--- config.mk ---
export PLATFORM = sky130hd
export DESIGN_NAME = alu_8bit_flat
export DESIGN_NICKNAME = d
export VERILOG_FILES = /design/src/rtl/alu_pkg.sv /design/src/rtl/alu_8bit_if.sv /design/src/rtl/alu_comb.sv /design/src/rtl/alu_8bit.sv /design/src/flat_wrapper.sv
export SDC_FILE = /design/constraint.sdc
export NUM_CORES = 1
export LEC_CHECK = 0
export ABC_CLOCK_PERIOD_IN_PS = 1000
export BUFFER_PORTS_ARGS = -buffer_cell sky130_fd_sc_hd__clkbuf_2
export CAP_MARGIN = 20
export CELL_PAD_IN_SITES_DETAIL_PLACEMENT = 1
export CELL_PAD_IN_SITES_GLOBAL_PLACEMENT = 2
export CORE_ASPECT_RATIO = 1.1
export CORE_MARGIN = 2
export CORE_UTILIZATION = 33
export CTS_CLUSTER_SIZE = 28
export DETAILED_ROUTE_END_ITERATION = 10
export PLACE_DENSITY = 0.79
export REMOVE_ABC_BUFFERS = 1
export SLEW_MARGIN = 25
export SYNTH_ARGS = -nofsm -noshare
export SYNTH_HDL_FRONTEND = slang
export SYNTH_HIERARCHICAL = 1
export SYNTH_SLANG_ARGS = --single-unit
--- constraint.sdc ---
create_clock -name clk -period 1 [get_ports clk]
set_input_delay 0.15 -clock clk [delete_from_list [all_inputs] [get_ports clk]]
set_output_delay 0.15 -clock clk [all_outputs]
set_load 0.02 [all_outputs]
--- src/rtl/alu_pkg.sv ---
// rtl/alu_pkg.sv - shared ALU mode codes and width default
package alu_pkg;

   localparam int ALU_WIDTH = 8;

   localparam logic [2:0] ALU_ADD = 3'b000;
   localparam logic [2:0] ALU_SUB = 3'b001;
   localparam logic [2:0] ALU_AND = 3'b010;
   localparam logic [2:0] ALU_OR  = 3'b011;
   localparam logic [2:0] ALU_XOR = 3'b100;
   localparam logic [2:0] ALU_NOT = 3'b101;
   localparam logic [2:0] ALU_SHL = 3'b110;
   localparam logic [2:0] ALU_SHR = 3'b111;

endpackage

--- src/rtl/alu_8bit_if.sv ---
// rtl/alu_8bit_if.sv - operand/mode/result bundle between datapath control and the ALU
interface alu_8bit_if
   import alu_pkg::*;
#(
   parameter int WIDTH = ALU_WIDTH
) ();

   logic             en;
   logic [2:0]       mode;
   logic [WIDTH-1:0] in_a;
   logic [WIDTH-1:0] in_b;
   logic [WIDTH-1:0] sum;
   logic             fz;
   logic             fc;

   modport master (
      output en, mode, in_a, in_b,
      input  sum, fz, fc
   );

   modport slave (
      input  en, mode, in_a, in_b,
      output sum, fz, fc
   );

endinterface

--- src/rtl/alu_comb.sv ---
// rtl/alu_comb.sv - combinational ALU core producing result and carry
module alu_comb
   import alu_pkg::*;
#(
   parameter int WIDTH = ALU_WIDTH
) (
   input  logic [2:0]       mode,
   input  logic [WIDTH-1:0] a,
   input  logic [WIDTH-1:0] b,
   output logic [WIDTH-1:0] r,
   output logic             c
);

   // One extra bit holds carry-out on add and borrow on subtract.
   logic [WIDTH:0] ext;

   always_comb begin
      ext = '0;
      r   = '0;
      c   = 1'b0;
      case (mode)
         ALU_ADD: begin
            ext = {1'b0, a} + {1'b0, b};
            r   = ext[WIDTH-1:0];
            c   = ext[WIDTH];
         end
         ALU_SUB: begin
            ext = {1'b0, a} - {1'b0, b};
            r   = ext[WIDTH-1:0];
            c   = ext[WIDTH];
         end
         ALU_AND: r = a & b;
         ALU_OR:  r = a | b;
         ALU_XOR: r = a ^ b;
         ALU_NOT: r = ~a;
         ALU_SHL: begin
            r = {a[WIDTH-2:0], 1'b0};
            c = a[WIDTH-1];
         end
         ALU_SHR: begin
            r = {1'b0, a[WIDTH-1:1]};
            c = a[0];
         end
         default: begin
            r = '0;
            c = 1'b0;
         end
      endcase
   end

endmodule

--- src/rtl/alu_8bit.sv ---
// rtl/alu_8bit.sv - registered ALU with enable, zero and carry flags
module alu_8bit
   import alu_pkg::*;
#(
   parameter int WIDTH = ALU_WIDTH
) (
   input  logic       clk,
   input  logic       rst_n,
   alu_8bit_if.slave  bus
);

   logic [WIDTH-1:0] r;
   logic             c;
   logic [WIDTH-1:0] sum_q;
   logic             fz_q;
   logic             fc_q;

   alu_comb #(
      .WIDTH (WIDTH)
   ) u_comb (
      .mode (bus.mode),
      .a    (bus.in_a),
      .b    (bus.in_b),
      .r    (r),
      .c    (c)
   );

   // Zero flag is derived from the same r being captured, so it never lags sum.
   always_ff @(posedge clk or negedge rst_n) begin
      if (!rst_n) begin
         sum_q <= '0;
         fz_q  <= 1'b0;
         fc_q  <= 1'b0;
      end else if (bus.en) begin
         sum_q <= r;
         fz_q  <= (r == '0);
         fc_q  <= c;
      end
   end

   assign bus.sum = sum_q;
   assign bus.fz  = fz_q;
   assign bus.fc  = fc_q;

endmodule

--- src/flat_wrapper.sv ---
// flat-port wrapper written by rule: the top's interface ports become plain ports
module alu_8bit_flat import alu_pkg::*;
#(
   parameter int WIDTH = ALU_WIDTH
)
  (clk, rst_n, bus_en, bus_mode, bus_in_a, bus_in_b, bus_sum, bus_fz, bus_fc);
  alu_8bit_if #(.WIDTH(WIDTH)) bus_i ();
  input  logic clk;
  input  logic rst_n;
  input wire logic [$bits(bus_i.en)-1:0] bus_en;
  input wire logic [$bits(bus_i.mode)-1:0] bus_mode;
  input wire logic [$bits(bus_i.in_a)-1:0] bus_in_a;
  input wire logic [$bits(bus_i.in_b)-1:0] bus_in_b;
  output wire logic [$bits(bus_i.sum)-1:0] bus_sum;
  output wire logic [$bits(bus_i.fz)-1:0] bus_fz;
  output wire logic [$bits(bus_i.fc)-1:0] bus_fc;
  assign bus_i.en = bus_en;
  assign bus_i.mode = bus_mode;
  assign bus_i.in_a = bus_in_a;
  assign bus_i.in_b = bus_in_b;
  assign bus_sum = bus_i.sum;
  assign bus_fz = bus_i.fz;
  assign bus_fc = bus_i.fc;
  alu_8bit #(.WIDTH(WIDTH)) u_core (.clk(clk), .rst_n(rst_n), .bus(bus_i));
endmodule
==> results of run 1 <==
power by group through the flow:
stage               Sequential [uW]  Clock (uW)  Combinational, uW
floorplan                       601           0                633
global placement                518           0               1390
detailed placement              524           0               1440
CTS                             518         521               1670
global route                    527         535               2050
finish                          520         509               1940
placed cells by master (no fill, tap or decap), types with 3 or more instances in the layout:
cell      netlist  layout
mux2_4          9       9
nor2b_1         4       3
buf_6           2      16
buf_4           0      87
inv_2           1       5
a21oi_2         0       5
nand2b_1        3       3
nand2_1        17      16
o211ai_1        6       6
ha_4            0      11
nor2_1         17      16
o21ai_0        12       9
mux2i_1         7       7
inv_4           0       4
clkbuf_8        0       4
a22oi_1         4       3
dfrtp_1        10      10
clkbuf_2        0      23
inv_1          28      19
a21oi_1        12       6
o221ai_2        0       3
ha_1           25      12
o22ai_1         5       4
path summary, 6_finish.rpt:
check	from	end	slack, ns	depth (start not counted)
max	bus_in_a[0]	u_core/bus.fz$_DFFE_PN0P_	-1.13	11
min	bus_en	u_core/bus.sum[0]$_DFFE_PN0P_	0.26	2
max reg2reg	u_core/bus.sum[2]$_DFFE_PN0P_	u_core/bus.sum[2]$_DFFE_PN0P_	0.19	1
min reg2reg	u_core/bus.sum[1]$_DFFE_PN0P_	u_core/bus.sum[1]$_DFFE_PN0P_	0.51	1
max in group asynchronous	rst_n	u_core/bus.sum[0]$_DFFE_PN0P_	0.50	2
min in group asynchronous	rst_n	u_core/bus.sum[5]$_DFFE_PN0P_	0.31	2
layer usage:
layer	global-route usage, %	vias to the layer above	part of all wire, %
li1	-	1055	-
met1	29.1	1172	37
met4	14.6	0	5.4
met2	48.1	104	53
met3	2.06	33	5.3
met5	0	-	0
stage by stage:
step           worst slack, ns  power, uW  instance area, um^2
2_1_floorplan            -1.26       1230                 1770
3_3_place_gp             -1.47       1910                 2690
3_5_place_dp             -1.54       1970                 2690
4_1_cts                  -1.10       2710                 3080
5_1_grt                  -1.24       3110                 3310
6_report                 -1.13       2970                 3310
sequential cells by signal, summed over array words and instances (netlist names):
name,cells
u_core/bus.sum,8
u_core/bus.fc,1
u_core/bus.fz,1
area by class of cell:
class | instances | share of cell area [%]
Multi-Input combinational cell | 174 | 53.3
Timing Repair Buffer | 132 | 30.9
Sequential cell | 10 | 7.55
Inverter | 29 | 3.74
Tap cell | 75 | 2.83
Clock buffer | 4 | 1.66
kinds of logic (layout without fill, tap and decap cells):
group	after synthesis	after routing	share of synthesized area, %
compound gates	71	71	27.7
xor+xnor	5	5	2.37
flops	10	10	13.5
fa+ha+maj	27	27	19.1
buf+inv	44	165	10.2
simple gates	52	52	13.7
mux	19	19	13.5
repair_timing:
action / 4_1_cts / 5_1_grt
gates resized for setup: 62 / 50
hold endpoints to repair: 10 / 0
pin swaps: 30 / 37
hold buffers: 1 / 0
setup endpoints to repair: 10 / 10
buffers inserted: 3 / 10
==> results.md, run 1 <==
- Core ar.: 5400 um^2
- Synth warn: 6
- Slowest CP cell: fa_2
- Worst vdd ir: 607 uV
- CP Data Required Time: 1.18 ns
- H-tree levels: 1
- Overflow after GRT: 0
- Placed instance count: 408
- Comb power frac: 65.3%
- Number of fillers in the final layout: 635
- Drt wl/cell: 22.2 um
- EDFF count, synth: 0
- CTS Root Cell: clkbuf_8
- Post-synth top cells: inv_1, ha_1, nand2_1, nor2_1
- Port Buf Inserts: 31
- Die Span Y: 82.5 um
- Ports: 32
- Internal Power: 1780 uW
- Synth cell types: 52
- Worst-path maximum fanout: 2
- DIE WIDTH: 75.4 um
- Critical path arrival: 2.30 ns
- Starting Density: 34.3%
- Largest net degree at the start of global routing: 20
- Syn Std Cell Area: 1850 um^2
- Total global-route track usage: 26.2%
- Most common cell in the netlist: inv_1
- Worst Skew: 0 ns
- Fin. max-slew vios: 0
- Share of layout cells above drive strength 1: 58.7%
- CP bufs+invs: 2
- Routed Antenna Nets: 0
- Main synth FF type: dfrtp_1
- Vias in the first global route: 2411
- Vias: 2364
- Diode count: 0
- First-pass GRT wire length: 12100 um
- Unrepaired setup endpoints after global routing: yes
- P_leak: 0.00157 uW
- Slowest Stage Delay on Critical Path: 0.35 ns
- Cts bufs inserted: 3
- # setup viols final: 10
- Worst-path clk slew: 0.05 ns
- Average size of a mapped cell: 8.12 um^2
- Setup TNS: -8.80 ns
- Die area: 6220 um^2
- Placed wire-length estimate: 5650 um
- Mapped Cells: 228
- Nets: 399
- Initial drt markers: 81
- FF/Latch Area: 250 um^2
- Worst-margin pin slew: 0.549 ns
- Power per cell area: 896 nW/um^2
- # DRC: 0
- CTS max path bufs: 2
- Std-Cell Rows: 28
- Clock sinks: 10
- Switching share of power: 40.1%
- Synthesized flop and latch total: 10
- Setup slack after layout: -1.13 ns
- Reg power frac: 17.5%
- Max-Cap Viols: 0
- Final estimated routing congestion in global placement: 0.866
- Clk network pwr share: 17.1%
- Async SR Flop Fraction: 100%
- Fin. Hold Viols: 0
- DRT Pass-1 Iters: 4
- Critical path type: input port to flip-flop
- Top delay family on crit path: compound AO/OA/AOI/OAI gates
- Hold WS: 0.259 ns
- Min Tclk post-route: 2.13 ns
- Switch Pwr: 1190 uW
- Initial antenna violation count: 0
- Clock Latency Late Sink: 0.24 ns
- Area leader, netlist: ha_1
- CTS tree: yes
- Hold Crit Class: input port to flip-flop
- Final Non-Filler Cells: 424
- Slew HR: 63.3%
- Maximum clock rate: 470 MHz
- Critical-path cell list: buf_8 > inv_4 > ha_4 > fa_2 > o21ba_4 > o311a_4 > o22ai_2 > xor2_1 > o221ai_2 > nor4b_2 > a32o_1
- CP endpoint kind: flip-flop
- Sequential-to-total area share from yosys stat: 13.5%
- Tcrit/Tclk final: 213%
- Status: finished with violations
- Startpoint Class: input port
- Post-layout util: 61.4%
- Synth area leaders: ha_1, dfrtp_1, mux2_4, inv_1, mux2i_1
- Yosys top cell area share: 16.9%
- Failing checks: setup timing
- Post-detailed-routing wire length: 9430 um
- Multi-input gate area in the final layout: 1770 um^2
- Area delta synth->final: 79.1%
- Routed vias/inst: 5.58
No activity file was read; power rests on OpenSTA's default activity.
==> inputs of run 2 (changes only) <==
--- a/config.mk
+++ b/config.mk
@@ -5,6 +5,7 @@
 export SDC_FILE = /design/constraint.sdc
 export NUM_CORES = 1
 export LEC_CHECK = 0
+export ABC_AREA = 1
 export ABC_CLOCK_PERIOD_IN_PS = 1000
 export BUFFER_PORTS_ARGS = -buffer_cell sky130_fd_sc_hd__clkbuf_2
 export CAP_MARGIN = 20
@@ -12,10 +13,10 @@
 export CELL_PAD_IN_SITES_GLOBAL_PLACEMENT = 2
 export CORE_ASPECT_RATIO = 1.1
 export CORE_MARGIN = 2
-export CORE_UTILIZATION = 33
+export CORE_UTILIZATION = 29
 export CTS_CLUSTER_SIZE = 28
 export DETAILED_ROUTE_END_ITERATION = 10
-export PLACE_DENSITY = 0.79
+export PLACE_DENSITY = 0.78
 export REMOVE_ABC_BUFFERS = 1
 export SLEW_MARGIN = 25
 export SYNTH_ARGS = -nofsm -noshare
==> run 2 against run 1 <==
Net effect:
- the flow still finishes with violations (setup timing)
- global-route usage down 2.6 points
- sequential share of layout area is 0.32 points lower
- core utilization fell by 1.8 points
- hold slack got worse by 0.063 ns
- clock skew unchanged
- cell area is 4.4% higher
- highest routed layer unchanged
- die area increased by 7.5%
- via count increased by 8.4%
- synthesized cell count is 26% higher
- cell count grew 15%
- non-clock buffer count shrank 8
- clock power decreased by 3%
==> results.md, run 2 <==
- CP Data Required Time: 1.16 ns (-0.02 ns)
- Most common cell in the netlist: nand2_1
- First-pass GRT wire length: 12400 um (+2.3%)
- Port Buf Inserts: 31 (unchanged)
- WL met3: 456 um (-8.1%)
- CTS Root Cell: clkbuf_8
- Maximum clock rate: 605 MHz (+29%)
- Drt wl/cell: 19.7 um (-11%)
- Area leader, netlist: ha_1
- Min Tclk post-route: 1.65 ns (-0.475 ns)
- P_leak: 0.00172 uW (+9.5%)
- Ports: 32 (unchanged)
- Worst-path maximum fanout: 4 (+2)
- Final instance area: 3460 um^2 (+4.4%)
- Tcrit/Tclk final: 165% (-47 points)
- Worst slack, placed: -0.914 ns (+0.630 ns)
- DP Area: 2580 um^2 (-3.9%)
- Commonest non-fill, non-tap cell in the layout: buf_4
- Critical-path cell list: clkbuf_16 > ha_4 > fa_2 > buf_6 > xor2_1 > nand2_1 > nand3_1 > inv_2 > buf_4 > buf_6 > o21ai_2
- Setup slack after layout: -0.652 ns (+0.475 ns)
- Initial drt markers: 129 (+59%)
- Yosys top cell area share: 17.8% (+0.93 points)
- Clock Latency Late Sink: 0.23 ns (about the same)
- Met1 wire length: 3510 um (+1.5%)
- Tot Pwr: 2910 uW (-2.0%)
- Synth area leaders: ha_1, nand2_1, dfrtp_1, inv_1, nand3_1
- Mapped Cells: 287 (+26%)
- Metal2 WL: 5090 um (+2.5%)
- Worst-path clk slew: 0.05 ns (about the same)
- Cts bufs inserted: 3 (unchanged)
- Vias: 2563 (+8.4%)
- Top Metal Used: met4
- Vias in the first global route: 2572 (+6.7%)
- Fin. Hold Viols: 0 (unchanged)
- Worst vdd ir: 577 uV (-4.9%)
- Synthesized flop and latch total: 10 (unchanged)
- Post-synth top cells: nand2_1, inv_1, nand3_1
- Async SR Flop Fraction: 100% (unchanged)
- Worst-margin pin slew: 0.401 ns (-0.148 ns)
- Share of layout cells above drive strength 1: 62.0% (+3.2 points)
- Area delta synth->final: 97.3%
- Slowest CP cell: fa_2
- Die Span Y: 85.6 um (+3.7%)
- Total global-route track usage: 23.5% (-2.6 points)
- Diode count: 0 (unchanged)
- Top delay family on crit path: adder cells
- Post-detailed-routing wire length: 9600 um (+1.8%)
- Max reg flops: 8 (unchanged)
- Routed vias/inst: 5.26 (-5.6%)
- Overflow after GRT: 0 (unchanged)
- Starting Density: 30.2% (-4.1 points)
- Placed wire-length estimate: 5760 um (+2.0%)
- CTS max path bufs: 2 (unchanged)
- CP bufs+invs: 5 (+3)
- Final estimated routing congestion in global placement: 0.915 (+5.7%)
- Core ar.: 5810 um^2 (+7.6%)
- Startpoint Class: input port
- Slowest Stage Delay on Critical Path: 0.41 ns (+0.06 ns)
- Critical path type: input port to flip-flop
- CP endpoint kind: flip-flop
- Status: finished with violations
- Fin. max-slew vios: 0 (unchanged)
- Worst Skew: 0 ns (unchanged)
- Std-Cell Rows: 29 (+3.6%)
- Routed Antenna Nets: 0 (unchanged)
- Critical path arrival: 1.81 ns (-0.49 ns)
- Unrepaired setup endpoints after global routing: yes
- H-tree levels: 1 (unchanged)
- Synth cell types: 25 (-52%)
- Power per cell area: 841 nW/um^2 (-6.1%)
- Main synth FF type: dfrtp_1
- Die area: 6690 um^2 (+7.5%)
- Nets: 460 (+15%)
- Max-Cap Viols: 0 (unchanged)
- Slew HR: 73.1% (+9.9 points)
- Synth warn: 6 (unchanged)
- Syn Std Cell Area: 1750 um^2 (-5.2%)
- # DRC: 0 (unchanged)
- DRT Pass-1 Iters: 4 (unchanged)
- Most frequent cells in the layout: buf_4, nand2_1, inv_2, nand2_2, inv_1
- # setup viols final: 10 (unchanged)
- DIE WIDTH: 78.2 um (+3.7%)
- Failing checks: setup timing
- EDFF count, synth: 0 (unchanged)
- Sequential-to-total area share from yosys stat: 14.3% (+0.74 points)
- Initial antenna violation count: 0 (unchanged)
- CTS tree: yes
- Hold Crit Class: input port to flip-flop
- Average size of a mapped cell: 6.11 um^2 (-25%)
- Clock sinks: 10 (unchanged)
- Crit-path most repeated cell: buf_6
- Largest net degree at the start of global routing: 19 (-5.0%)
[run 2: changes by cell type after synthesis, sizes merged, moves of 7 or more]
cell   previous run  this run
nand4             0         8
nand2            17        81
inv              29        57
mux2             11         0
nand3             2        33
mux2i             7         0
[run 2: metrics by stage]
step           TNS, ns  hold WS (ns)  util [%]  instances
3_3_place_gp     -6.87        0.0212      44.5        472
5_1_grt          -4.66         0.194      59.6        487
6_report         -4.15         0.196      59.6        487
4_1_cts          -3.24         0.157      52.4        480
2_1_floorplan    -3.94        -0.146         -        282
3_5_place_dp     -7.31        0.0269      44.5        472
[run 2: cell families after synthesis]
group	after synthesis	synth area share, %
buffers and inverters	62	14.3
AND/OR/NAND/NOR	147	35.7
flip-flops	10	14.3
adder cells (fa/ha/maj)	27	20.1
AO/OA/AOI/OAI	38	14.1
XOR/XNOR	3	1.50
[run 2: area by class of cell]
| cell class | instances | area, um^2 |
|---|---|---|
| repair buffers | 124 | 1020 |
| flip-flops and latches | 10 | 250 |
| clock buffers | 4 | 55.1 |
| fillers | 729 | 2340 |
| inverters | 57 | 246 |
| multi-input cells | 215 | 1800 |
| well taps | 77 | 96.3 |
[run 2: tightest hold or removal path, delay by kind of cell]
family	cells	cell delay, ns
AND/OR/NAND/NOR	2	0.12
buffers and inverters	1	0.12
[run 2: report_power, final]
group / switching (uW) / internal, uW / total (uW) / leakage, uW
clock network: 148 / 345 / 493 / 0.0000288
registers: 27.3 / 462 / 489 / 0.000127
logic: 1060 / 870 / 1930 / 0.00157
[run 2: what timing repair did]
item / in CTS / in global routing
gates resized for setup: 91 / 115
pin swaps: 26 / 44
hold buffers: 1 / 0
cloned: 0 / 0
hold endpoints to repair: 10 / 0
setup endpoints to repair: 10 / 10
buffers inserted: 3 / 7
[run 2: routing by layer]
| metal | up-vias | global-route usage [%] |
|---|---|---|
| met5 | - | 0 |
| met4 | 0 | 6.06 |
| met3 | 44 | 1.16 |
| met2 | 97 | 46.9 |
| met1 | 1248 | 27.0 |
| li1 | 1174 | - |
[run 2: final timing paths]
path | slack [ns] | startpoint | end | cells after the start
min in group asynchronous | 0.33 | rst_n | u_core/bus.sum[3]$_DFFE_PN0P_ | 2
worst min-delay path | 0.20 | bus_en | u_core/bus.fc$_DFFE_PN0P_ | 3
worst min register to register | 0.48 | u_core/bus.sum[7]$_DFFE_PN0P_ | u_core/bus.sum[7]$_DFFE_PN0P_ | 2
max in group asynchronous | 0.47 | rst_n | u_core/bus.sum[7]$_DFFE_PN0P_ | 2
worst max register to register | 0.31 | u_core/bus.sum[6]$_DFFE_PN0P_ | u_core/bus.sum[6]$_DFFE_PN0P_ | 2
worst max-delay path | -0.65 | bus_in_b[0] | u_core/bus.sum[2]$_DFFE_PN0P_ | 11
